File: src/rtl/packet_gen.sv
// Telemetry packet generator: one {data, ts, id} packet per PERIOD clocks,
// channels served round-robin, offered on a valid/ready handshake.
module packet_gen #(
    parameter int                 DATA_W     = 16,
    parameter int                 TS_W       = 24,
    parameter int                 ID_W       = 8,
    parameter int                 NUM_CH     = 4,
    parameter logic [ID_W-1:0]    ID_BASE    = 8'h47,
    parameter logic [DATA_W-1:0]  DATA_CONST = 16'h0027,
    parameter int                 PERIOD     = 1000,
    localparam int                CH_W       = (NUM_CH > 1) ? $clog2(NUM_CH) : 1,
    localparam int                PKT_W      = DATA_W + TS_W + ID_W
) (
    input  logic             clk,
    input  logic             rst,
    input  logic             enable,
    input  logic             mode,
    input  logic             pkt_ready,
    output logic             pkt_valid,
    output logic [PKT_W-1:0] pkt_data,
    output logic [CH_W-1:0]  pkt_ch,
    output logic [7:0]       drop_cnt
);

    localparam int PCNT_W = $clog2(PERIOD);

    typedef enum logic [1:0] {
        IDLE  = 2'd0,
        ARMED = 2'd1,
        OFFER = 2'd2
    } state_t;

    state_t              state_r;
    state_t              state_s;
    logic [TS_W-1:0]     ts_r;
    logic [PCNT_W-1:0]   pcnt_r;
    logic [CH_W-1:0]     ptr_r;
    logic [DATA_W-1:0]   seq_r [NUM_CH];

    logic                fire_s;
    logic                accept_s;
    logic                latch_s;
    logic                drop_s;
    logic [CH_W-1:0]     ptr_inc_s;
    logic [CH_W-1:0]     latch_ch_s;
    logic [DATA_W-1:0]   seq_sel_s;
    logic [DATA_W-1:0]   data_s;
    logic [ID_W-1:0]     id_s;

    assign fire_s    = enable & (pcnt_r == PCNT_W'(PERIOD - 1));
    assign ptr_inc_s = (ptr_r == CH_W'(NUM_CH - 1)) ? {CH_W{1'b0}} : ptr_r + CH_W'(1'b1);

    // State register.
    always_ff @(posedge clk) begin
        if (rst) begin
            state_r <= IDLE;
        end else begin
            state_r <= state_s;
        end
    end

    // Next-state and handshake/latch decisions.
    always_comb begin
        state_s    = state_r;
        accept_s   = 1'b0;
        latch_s    = 1'b0;
        drop_s     = 1'b0;
        latch_ch_s = ptr_r;
        case (state_r)
            IDLE: begin
                if (enable) begin
                    state_s = ARMED;
                end else begin
                    state_s = IDLE;
                end
            end
            ARMED: begin
                if (fire_s) begin
                    latch_s = 1'b1;
                    state_s = OFFER;
                end else if (!enable) begin
                    state_s = IDLE;
                end else begin
                    state_s = ARMED;
                end
            end
            OFFER: begin
                if (pkt_ready) begin
                    accept_s = 1'b1;
                    if (fire_s) begin
                        // Back-to-back: the next channel's packet replaces the accepted one.
                        latch_s    = 1'b1;
                        latch_ch_s = ptr_inc_s;
                        state_s    = OFFER;
                    end else if (enable) begin
                        state_s = ARMED;
                    end else begin
                        state_s = IDLE;
                    end
                end else begin
                    if (fire_s) begin
                        drop_s = 1'b1;
                    end else begin
                        drop_s = 1'b0;
                    end
                    state_s = OFFER;
                end
            end
            default: begin
                state_s = IDLE;
            end
        endcase
    end

    // Payload selection; the same-cycle accept increment is visible when the channel repeats.
    always_comb begin
        seq_sel_s = seq_r[latch_ch_s];
        if (accept_s && mode && (latch_ch_s == ptr_r)) begin
            seq_sel_s = seq_r[latch_ch_s] + DATA_W'(1'b1);
        end else begin
            seq_sel_s = seq_r[latch_ch_s];
        end
        if (mode) begin
            data_s = seq_sel_s;
        end else begin
            data_s = DATA_CONST;
        end
        id_s = ID_BASE + ID_W'(latch_ch_s);
    end

    // Timebase, channel rotation, sequence counters and registered outputs.
    always_ff @(posedge clk) begin
        if (rst) begin
            ts_r      <= {TS_W{1'b0}};
            pcnt_r    <= {PCNT_W{1'b0}};
            ptr_r     <= {CH_W{1'b0}};
            pkt_valid <= 1'b0;
            pkt_data  <= {PKT_W{1'b0}};
            pkt_ch    <= {CH_W{1'b0}};
            drop_cnt  <= 8'h00;
            for (int i = 0; i < NUM_CH; i++) begin
                seq_r[i] <= {DATA_W{1'b0}};
            end
        end else begin
            if (enable) begin
                ts_r <= ts_r + TS_W'(1'b1);
            end
            if (!enable || fire_s) begin
                pcnt_r <= {PCNT_W{1'b0}};
            end else begin
                pcnt_r <= pcnt_r + PCNT_W'(1'b1);
            end
            if (accept_s) begin
                ptr_r <= ptr_inc_s;
                if (mode) begin
                    seq_r[ptr_r] <= seq_r[ptr_r] + DATA_W'(1'b1);
                end
            end
            if (latch_s) begin
                pkt_data <= {data_s, ts_r, id_s};
                pkt_ch   <= latch_ch_s;
            end
            if (drop_s && (drop_cnt != 8'hFF)) begin
                drop_cnt <= drop_cnt + 8'd1;
            end
            pkt_valid <= (state_s == OFFER);
        end
    end

endmodule

File: config.mk
export PLATFORM = sky130hd
export DESIGN_NAME = packet_gen
export DESIGN_NICKNAME = d
export VERILOG_FILES = /design/src/rtl/packet_gen.sv
export SDC_FILE = /design/constraint.sdc
export NUM_CORES = 1
export LEC_CHECK = 0
export ABC_CLOCK_PERIOD_IN_PS = 3300
export CORE_MARGIN = 1
export CORE_UTILIZATION = 30
export CTS_CLUSTER_SIZE = 20
export DETAILED_ROUTE_END_ITERATION = 8
export GPL_TIMING_DRIVEN = 0
export SYNTH_ARGS = -nofsm -noshare
export SYNTH_HDL_FRONTEND = slang
export SYNTH_SLANG_ARGS = --single-unit
File: constraint.sdc
create_clock -name clk -period 3.3 [get_ports clk]
set_input_delay 0.33 -clock clk [delete_from_list [all_inputs] [get_ports clk]]
set_output_delay 0.33 -clock clk [all_outputs]
set_load 0.05 [all_outputs]
==> results of run 1 <==
==> through the flow <==
stage               setup TNS, ns  cell area, um^2  worst slack [ns]  std cells  power (W)
floorplan                       0             8040           0.00179        821    0.00228
global placement           -37.59             9060            -0.759       1216    0.00233
detailed placement         -40.03             9060            -0.779       1216    0.00234
CTS                             0             9750          0.000779       1251    0.00435
global route              -0.0994             9860           -0.0992       1252    0.00445
finish                          0             9860            0.0530       1252    0.00432
==> sequential cells by signal, indices dropped and copies added (netlist names), named ones only <==
register	count
pcnt_r	10
pkt_data	45
ts_r	24
pkt_valid	1
seq_r	64
state_r	2
pkt_ch	2
ptr_r	2
drop_cnt	8
==> routing by layer <==
metal | vias to the layer above | GRT usage [%] | part of all wire (%)
met5 | - | 0 | 0
met2 | 143 | 25.4 | 49
li1 | 3037 | - | -
met4 | 0 | 4.59 | 1.6
met3 | 17 | 3.13 | 4.7
met1 | 2892 | 18.5 | 45
==> cell families after synthesis <==
kind of cell | Yosys count | share of synthesized area [%]
muxes | 51 | 10.3
adders and majority gates | 11 | 1.71
xor gates and xnor gates | 56 | 6.11
and+or+nand+nor | 362 | 21.0
other | 1 | 0.0467
AOI/OAI and AO/OA | 105 | 8.83
buffers and inverters | 73 | 4.18
DFF | 160 | 47.9
==> layout make-up <==
type / count / area, um^2 / area share, %
Multi-Input combinational cell: 588 / 3980 / 40.3
Sequential cell: 160 / 3850 / 39.0
Timing Repair Buffer: 65 / 646 / 6.54
Clock buffer: 21 / 493 / 5.00
Tap cell: 335 / 419 / 4.25
Buffer: 48 / 267 / 2.70
Clock inverter: 11 / 118 / 1.19
Inverter: 24 / 93.8 / 0.951
==> final timing paths <==
check	from	cells past startpoint	slack, ns	to
setup / recovery	pkt_ready	10	0.05	pkt_data[46]$_SDFFE_PP0P_
hold / removal	pkt_data[18]$_SDFFE_PP0P_	2	0.45	pkt_data[18]$_SDFFE_PP0P_
setup reg to reg	pcnt_r[0]$_SDFF_PP0_	11	0.06	pkt_data[46]$_SDFFE_PP0P_
hold reg to reg	pkt_data[18]$_SDFFE_PP0P_	2	0.45	pkt_data[18]$_SDFFE_PP0P_
==> cell usage in the layout (no fill, tap or decap), types with 4 or more instances in the layout <==
cell,n
nor2_1,131
nand2_1,119
dfxtp_1,91
edfxtp_1,64
clkdlybuf4s50_1,60
a21oi_1,47
xor2_1,32
nand3_1,29
clkbuf_1,29
mux4_2,24
xnor2_1,24
inv_1,21
clkbuf_16,19
mux2i_1,18
o21ai_0,16
and3_1,13
nand4_1,11
buf_4,9
ha_1,8
mux2_2,7
and2_1,6
nor3_1,6
or3_1,6
a22oi_1,5
o211ai_1,5
nand2b_1,5
clkbuf_2,5
dfxtp_2,5
a211oi_1,4
a31oi_1,4
a311oi_1,4
clkinv_4,4
==> critical path, delay by kind of cell <==
family	cells	cell delay, ns
AND/OR/NAND/NOR	5	1.70
buffers and inverters	2	0.83
AO/OA/AOI/OAI	2	0.38
multiplexers	1	0.37
==> power groups by stage <==
stage               Clock, W  Combinational, W  Sequential (W)
floorplan                  0          0.000125         0.00215
global placement           0          0.000167         0.00217
detailed placement         0          0.000168         0.00217
CTS                  0.00206          0.000172         0.00212
global route         0.00213          0.000191         0.00213
finish               0.00202          0.000173         0.00212
==> what timing repair did <==
action	in CTS	in global routing
setup buffers	3	2
endpoints found under the setup margin	88	37
pin swaps	2	5
resized for setup	20	29
==> summary.txt, run 1 <==
Layout
  • Nets@finish: 920
  • Ant diodes: 0
  • Fill cells: 2591
  • Core Util, Final: 37.7%
  • Area Growth Syn to Fin: 22.8%
  • Layout cells sized above 1: 13.8%

Synthesis
  • Synth async-reset ratio: 0%
  • Top_reg_cell synth: dfxtp_1
  • Yosys warning total: 0
  • FF+latch count, synth: 160
  • Unique masters post-synth: 71
  • Mapped Cells: 819
  • Syn Area/Cell: 9.81 um^2
  • Mapped cell area: 8030 um^2
  • Yosys top cell by area: dfxtp_1
  • Post-synth EDFFs: 64
  • Most common cell in the netlist: nor2_1
  • Register area share after synthesis: 47.9%
  • Most frequent cells after synthesis: nor2_1, nand2_1, dfxtp_1
  • Largest cells by area after synthesis: dfxtp_1, edfxtp_1, mux4_2
  • Yosys top cell area share: 23.9%

Floorplan
  • Die area: 27400 um^2
  • Core footprint: 26100 um^2
  • Initial Util: 30.7%
  • Chip height: 166 um
  • Die width: 166 um
  • Rows: 59
  • Num ports: 64

GRT
  • GRT Total Usage: 14.8%
  • Overflow after GRT: 0
  • Initial antenna violation count: 0
  • First-pass GRT wire length: 32.1 mm
  • Largest net degree at the start of global routing: 17
  • Vias in the first global route: 6012

Drt
  • First drt pass iteration count: 9
  • DR vias/cell: 4.86
  • Via count: 6089
  • Drt total wl: 19.5 mm
  • DRT iter0 DRCs: 361
  • ANT nets after route: 0
  • Post-route DRC violation count: 18
  • Detailed-route wire length per cell: 15.6 um

Setup path
  • Worst Path Required: 3.67 ns
  • Critical Path Start Type: input pin
  • Type of the worst setup path: input pin to flop
  • CP max stage delay: 0.64 ns
  • Slowest-stage cell, CP: clkdlybuf4s50_1
  • Crit end category: flop
  • Crit path DAT: 3.62 ns
  • Cells along the critical path: clkdlybuf4s50_1 -> nand3_4 -> nor4_4 -> mux2_4 -> clkinvlp_4 -> a21oi_1 -> a22o_4 -> or4b_4 -> or4_1 -> nand3_1
  • Critical Path Fanout Max: 7

CTS
  • Total clock buffers created by CTS: 17
  • Sink Count: 160
  • Clk buf depth: 2
  • CTS hold repair buffers: 0
  • Clock-pin slew on the worst setup and hold paths: 0.07 ns
  • Clock root buffer: clkbuf_16
  • H-tree Lvls: 4
  • Worst skew pair latency: 0.43 ns
  • CTS tree: yes

Power and ir drop
  • P per Cell Area: 438 nW/um^2
  • Pint: 0.00333 W
  • Max IR drop VDD: 0.000388 V
  • Leakage: 3.37 nW
  • NetSw: 0.000994 W
  • Combinational share of power: 4.0%
  • Sequential power share: 49.2%
  • Net Sw Frac: 23.0%
  • Clock share of power: 46.8%

STA
  • Fin crit period: 3.25 ns
  • RSZ-0062 raised after global routing: yes
  • Setup Skew: 0.00924 ns
  • Least-Margin Pin Slew: 0.926 ns
  • Fmax: 308 MHz
  • Crit share post-route: 98.4%
  • Final setup violation count: 0
  • Rel. slew slack: 38.2%
  • Final hold violations: 0
  • WHS: 0.453 ns
  • Slew Limit Fails: 0

Outcome
  • Status: complete, but fails checks
  • Failing checks: DRC

Place
  • Detailed placer's ending HPWL: 14.0 mm
  • Input/output buffers: 60
  • Placer Congestion: 0.813

Min path
  • Min-Delay Path Class: flop to flop

Job
  • Max-cap violation count: 0
(Power assumes the default switching activity.)
==> run 2, diff against run 1 <==
- ABC_CLOCK_PERIOD_IN_PS: 3300 -> 4100
- GPL_TIMING_DRIVEN: 0 -> default
- clock period: 3.3 -> 4.1 ns (I/O delays scaled with it)
==> summary.txt, run 2 (same netlist as run 1, synthesis figures left out) <==
GRT
  • Vias in the first global route: 5930
  • Largest net degree at the start of global routing: 45
  • Overflow after GRT: 0
  • Initial antenna violation count: 0
  • First-pass GRT wire length: 32.1 mm
  • GRT Total Usage: 14.7%

CTS
  • Post-CTS Resized: 0
  • CTS hold repair buffers: 0
  • Clk buf depth: 2
  • CTS tree: yes
  • H-tree Lvls: 4
  • Sink Count: 160
  • Worst skew pair latency: 0.44 ns
  • Clock-pin slew on the worst setup and hold paths: 0.08 ns
  • Post-CTS setup buffers: 0
  • Total clock buffers created by CTS: 17
  • Clock root buffer: clkbuf_16

Drt
  • Via count: 6140
  • First drt pass iteration count: 7
  • Post-route DRC violation count: 17
  • ANT nets after route: 0
  • Detailed-route wire length per cell: 15.9 um
  • DR vias/cell: 5.01
  • Drt total wl: 19.5 mm
  • DRT iter0 DRCs: 496

Floorplan
  • Num ports: 64
  • Die width: 166 um
  • Rows: 59
  • Core footprint: 26100 um^2
  • Initial Util: 30.7%
  • Chip height: 166 um
  • Die area: 27400 um^2

Layout
  • Top Registers: seq_r: 64 flops, pkt_data: 45 flops, ts_r: 24 flops
  • Ant diodes: 0
  • Most common cell after layout, fill and taps aside: nor2_1
  • Number of flip-flops in the largest register: 64
  • Commonest cells after routing, fill and taps aside: nor2_1, nand2_1, dfxtp_1
  • Layout cells sized above 1: 12.5%
  • Post-route cell area: 9650 um^2
  • Area Growth Syn to Fin: 20.2%
  • Nets@finish: 893
  • Top reg by flops: seq_r

Power and ir drop
  • Net Sw Frac: 25.2%
  • Clock share of power: 47.4%
  • Pint: 0.00263 W
  • Sequential power share: 48.7%
  • Leakage: 3.33 nW
  • P per Cell Area: 364 nW/um^2
  • Combinational share of power: 3.9%
  • Pwr Total: 0.00351 W
  • NetSw: 0.000884 W
  • Max IR drop VDD: 0.000253 V

STA
  • RSZ-0062 raised after global routing: no
  • Slew Limit Fails: 0
  • Rel. slew slack: 32.6%
  • Crit share post-route: 84.9%
  • WHS: 0.454 ns
  • Setup Skew: 0.0150 ns
  • Final setup TNS: 0 ns
  • Least-Margin Pin Slew: 1.01 ns
  • Final hold violations: 0
  • Fin crit period: 3.48 ns
  • Final setup violation count: 0
  • Fmax: 287 MHz

Setup path
  • Critical Path Fanout Max: 10
  • Flop2flop setup slack: 0.62 ns
  • Worst Path Required: 4.47 ns
  • Worst r2r src: state_r[0]$_SDFF_PP0_
  • FF-to-FF path depth: 11
  • Critical Path Start Type: flop
  • CP startpoint: state_r[0]$_SDFF_PP0_
  • Crit path DAT: 3.85 ns
  • Crit path to: pkt_data[46]$_SDFFE_PP0P_
  • R2R Path End: pkt_data[46]$_SDFFE_PP0P_
  • Crit end category: flop
  • Type of the worst setup path: flop to flop

Place
  • Placer Congestion: 0.874
  • Detailed placer's ending HPWL: 13.9 mm
  • Input/output buffers: 60
  • Area of placed instances: 9020 um^2

Job
  • Max-cap violation count: 0

Min path
  • Min-Delay Path Class: flop to flop
  • Min-Delay Startpoint: pkt_data[30]$_SDFFE_PP0P_

Outcome
  • Status: complete, but fails checks
  • Failing checks: DRC
-- run 2: worst max-delay path: stages (launching register included) --
cell and delay, ns:
dfxtp_1 0.33, inv_1 0.08, ha_1 0.25, nand3_1 0.24, nor4_4 0.34, mux2_4 0.34, inv_1 0.24, a21oi_1 0.12
a22o_4 0.29, or4b_4 0.57, or4_1 0.53, nand3_1 0.08
-- run 2: worst min-delay path by stage --
stage,to,depth (start not counted)
finish,pkt_data[30]$_SDFFE_PP0P_,2
global route,pkt_data[0]$_SDFFE_PP0P_,2
CTS,pkt_data[25]$_SDFFE_PP0P_,2
detailed placement,pkt_data[25]$_SDFFE_PP0P_,2
global placement,pkt_data[21]$_SDFFE_PP0P_,2
floorplan,pcnt_r[0]$_SDFF_PP0_,1
-- run 2: final cells by class --
cell class / instances / area [um^2]
fill: 2599 / 16500
tap: 335 / 419
sequential: 160 / 3840
timing repair buffer: 86 / 803
clock inverter: 15 / 205
multi-input combinational: 588 / 3860
clock buffer: 17 / 425
inverter: 24 / 90.1
-- run 2: routing by layer --
| layer | up-vias | GRT usage [%] | share of wire (%) |
|---|---|---|---|
| met2 | 154 | 24.2 | 48 |
| met3 | 16 | 2.70 | 5.0 |
| li1 | 2979 | - | - |
| met5 | - | 0 | 0 |
| met1 | 2991 | 19.7 | 46 |
| met4 | 0 | 4.43 | 1.2 |
-- run 2: per-stage QoR --
stage | worst slack (ns) | util [%] | std cells
4_1_cts | 0.633 | 36.9 | 1225
5_1_grt | 0.453 | 36.9 | 1225
2_1_floorplan | 0.789 | - | 821
3_5_place_dp | 0.318 | 34.5 | 1193
3_3_place_gp | 0.325 | 34.5 | 1193
6_report | 0.617 | 36.9 | 1225
-- run 2: power groups by stage --
stage                     Combinational [W]  Clock (W)  Sequential [W]
final                              0.000137    0.00166         0.00171
after global routing               0.000148    0.00176         0.00172
after CTS                          0.000137    0.00169         0.00171
after detailed placement           0.000136          0         0.00175
after global placement             0.000134          0         0.00175
after floorplan                    0.000100          0         0.00173
==> run 3, diff against run 2 <==
- ABC_CLOCK_PERIOD_IN_PS: 4100 -> 3500
- clock period: 4.1 -> 3.5 ns (I/O delays scaled with it)
==> summary.txt, run 3 (same netlist as run 1, synthesis figures left out) <==
Drt
  • Drt total wl: 19.0 mm
  • ANT nets after route: 0
  • DR vias/cell: 4.88
  • DRT iter0 DRCs: 487
  • First drt pass iteration count: 7
  • Detailed-route wire length per cell: 15.2 um
  • Via count: 6107
  • Post-route DRC violation count: 17

Layout
  • Area Growth Syn to Fin: 22.1%
  • Number of flip-flops in the largest register: 64
  • Commonest cells after routing, fill and taps aside: nor2_1, nand2_1, dfxtp_1
  • Multi-input logic area: 3860 um^2
  • Top reg by flops: seq_r
  • Most common cell after layout, fill and taps aside: nor2_1
  • Ant diodes: 0
  • Top Registers: seq_r: 64 flops, pkt_data: 45 flops, ts_r: 24 flops
  • Register area: 3840 um^2
  • Nets@finish: 920
  • Fill cells: 2614
  • Layout cells sized above 1: 15.0%
  • Core Util, Final: 37.5%

STA
  • Final setup violation count: 0
  • WHS: 0.428 ns
  • Setup Skew: 0.00863 ns
  • Least-Margin Pin Slew: 0.592 ns
  • Fmax: 308 MHz
  • RSZ-0062 raised after global routing: no
  • Rel. slew slack: 60.4%
  • Crit share post-route: 92.6%
  • Final hold violations: 0
  • Fin crit period: 3.24 ns
  • Final setup TNS: 0 ns
  • Slew Limit Fails: 0
  • Setup WS post-layout: 0.258 ns

Setup path
  • Type of the worst setup path: flop to flop
  • Critical Path Fanout Max: 15
  • Crit end category: flop
  • Worst Path Required: 3.87 ns
  • Critical Path Start Type: flop
  • Crit path DAT: 3.61 ns

GRT
  • First-pass GRT wire length: 31.3 mm
  • GRT Total Usage: 14.2%
  • Vias in the first global route: 6014
  • Largest net degree at the start of global routing: 58
  • Initial antenna violation count: 0
  • Overflow after GRT: 0

Job
  • Max-cap violation count: 0

Place
  • Setup WS pre-CTS: -0.0145 ns
  • Placer Congestion: 0.827
  • Detailed placer's ending HPWL: 13.9 mm
  • Input/output buffers: 60

CTS
  • Sink Count: 160
  • CTS tree: yes
  • CTS hold repair buffers: 0
  • Clock root buffer: clkbuf_16
  • Clk buf depth: 2
  • Clock-pin slew on the worst setup and hold paths: 0.07 ns
  • Post-CTS Resized: 0
  • Worst skew pair latency: 0.44 ns
  • Total clock buffers created by CTS: 17
  • H-tree Lvls: 4
  • Post-CTS setup buffers: 0

Power and ir drop
  • Pwr Total: 0.00404 W
  • Max IR drop VDD: 0.000338 V
  • P per Cell Area: 412 nW/um^2
  • Leakage: 3.44 nW

Floorplan
  • Die width: 166 um
  • Rows: 59
  • Core footprint: 26100 um^2
  • Num ports: 64
  • Initial Util: 30.7%
  • Die area: 27400 um^2
  • Chip height: 166 um

Outcome
  • Failing checks: DRC
  • Status: complete, but fails checks

Min path
  • Min-Delay Path Class: input pin to flop
## run 3: cell count changes in the layout (fill, tap and decap cells not counted)
cell,delta
inv_4,+2
clkinv_2,+1
buf_12,-1
clkinv_4,-1
inv_8,+1
clkinvlp_4,+1
buf_4,+28
clkinv_8,-2
inv_12,-2
## run 3: final cells by class
class | instances | share of cell area [%]
Tap cell | 335 | 4.28
Clock inverter | 15 | 1.71
Timing Repair Buffer | 113 | 10.1
Clock buffer | 17 | 4.34
Inverter | 24 | 0.919
Multi-Input combinational cell | 588 | 39.4
Sequential cell | 160 | 39.2
## run 3: report_power, final
part	switching [W]	leakage (nW)	internal, W	total, W
Clock	0.000854	0.293	0.00102	0.00187
Combinational	0.0000989	1.75	0.0000668	0.000166
Sequential	0.0000353	1.40	0.00197	0.00201
## run 3: path summary, 6_finish.rpt
path | from | cells past startpoint | to | slack [ns]
setup / recovery | pcnt_r[0]$_SDFF_PP0_ | 11 | pkt_data[46]$_SDFFE_PP0P_ | 0.26
hold / removal | rst | 3 | drop_cnt[5]$_SDFFE_PP0P_ | 0.43
setup reg to reg | pcnt_r[0]$_SDFF_PP0_ | 11 | pkt_data[46]$_SDFFE_PP0P_ | 0.26
hold reg to reg | pkt_data[20]$_SDFFE_PP0P_ | 2 | pkt_data[20]$_SDFFE_PP0P_ | 0.45
## run 3: per-layer routing
metal / vias up / global-route usage, % / wire (um)
li1: 3020 / - / -
met1: 2956 / 18.4 / 8820
met2: 109 / 24.0 / 9170
met3: 22 / 2.39 / 737
met4: 0 / 4.84 / 320
met5: - / 0 / 0
## run 3: through the flow
stage	instance area, um^2	std cells
6_report	9800	1252
2_1_floorplan	8040	821
5_1_grt	9800	1252
3_3_place_gp	9210	1220
4_1_cts	9800	1252
3_5_place_dp	9210	1220
## run 3: critical path, cell delays in order (launching register included)
cell      delay, ns
dfxtp_1        0.37
ha_1           0.19
buf_4          0.13
nand4b_1       0.21
o41ai_4        0.44
nand2_4        0.09
inv_2          0.22
nand2_1        0.13
a22o_4         0.26
or4b_4         0.53
or4_1          0.52
nand3_1        0.08
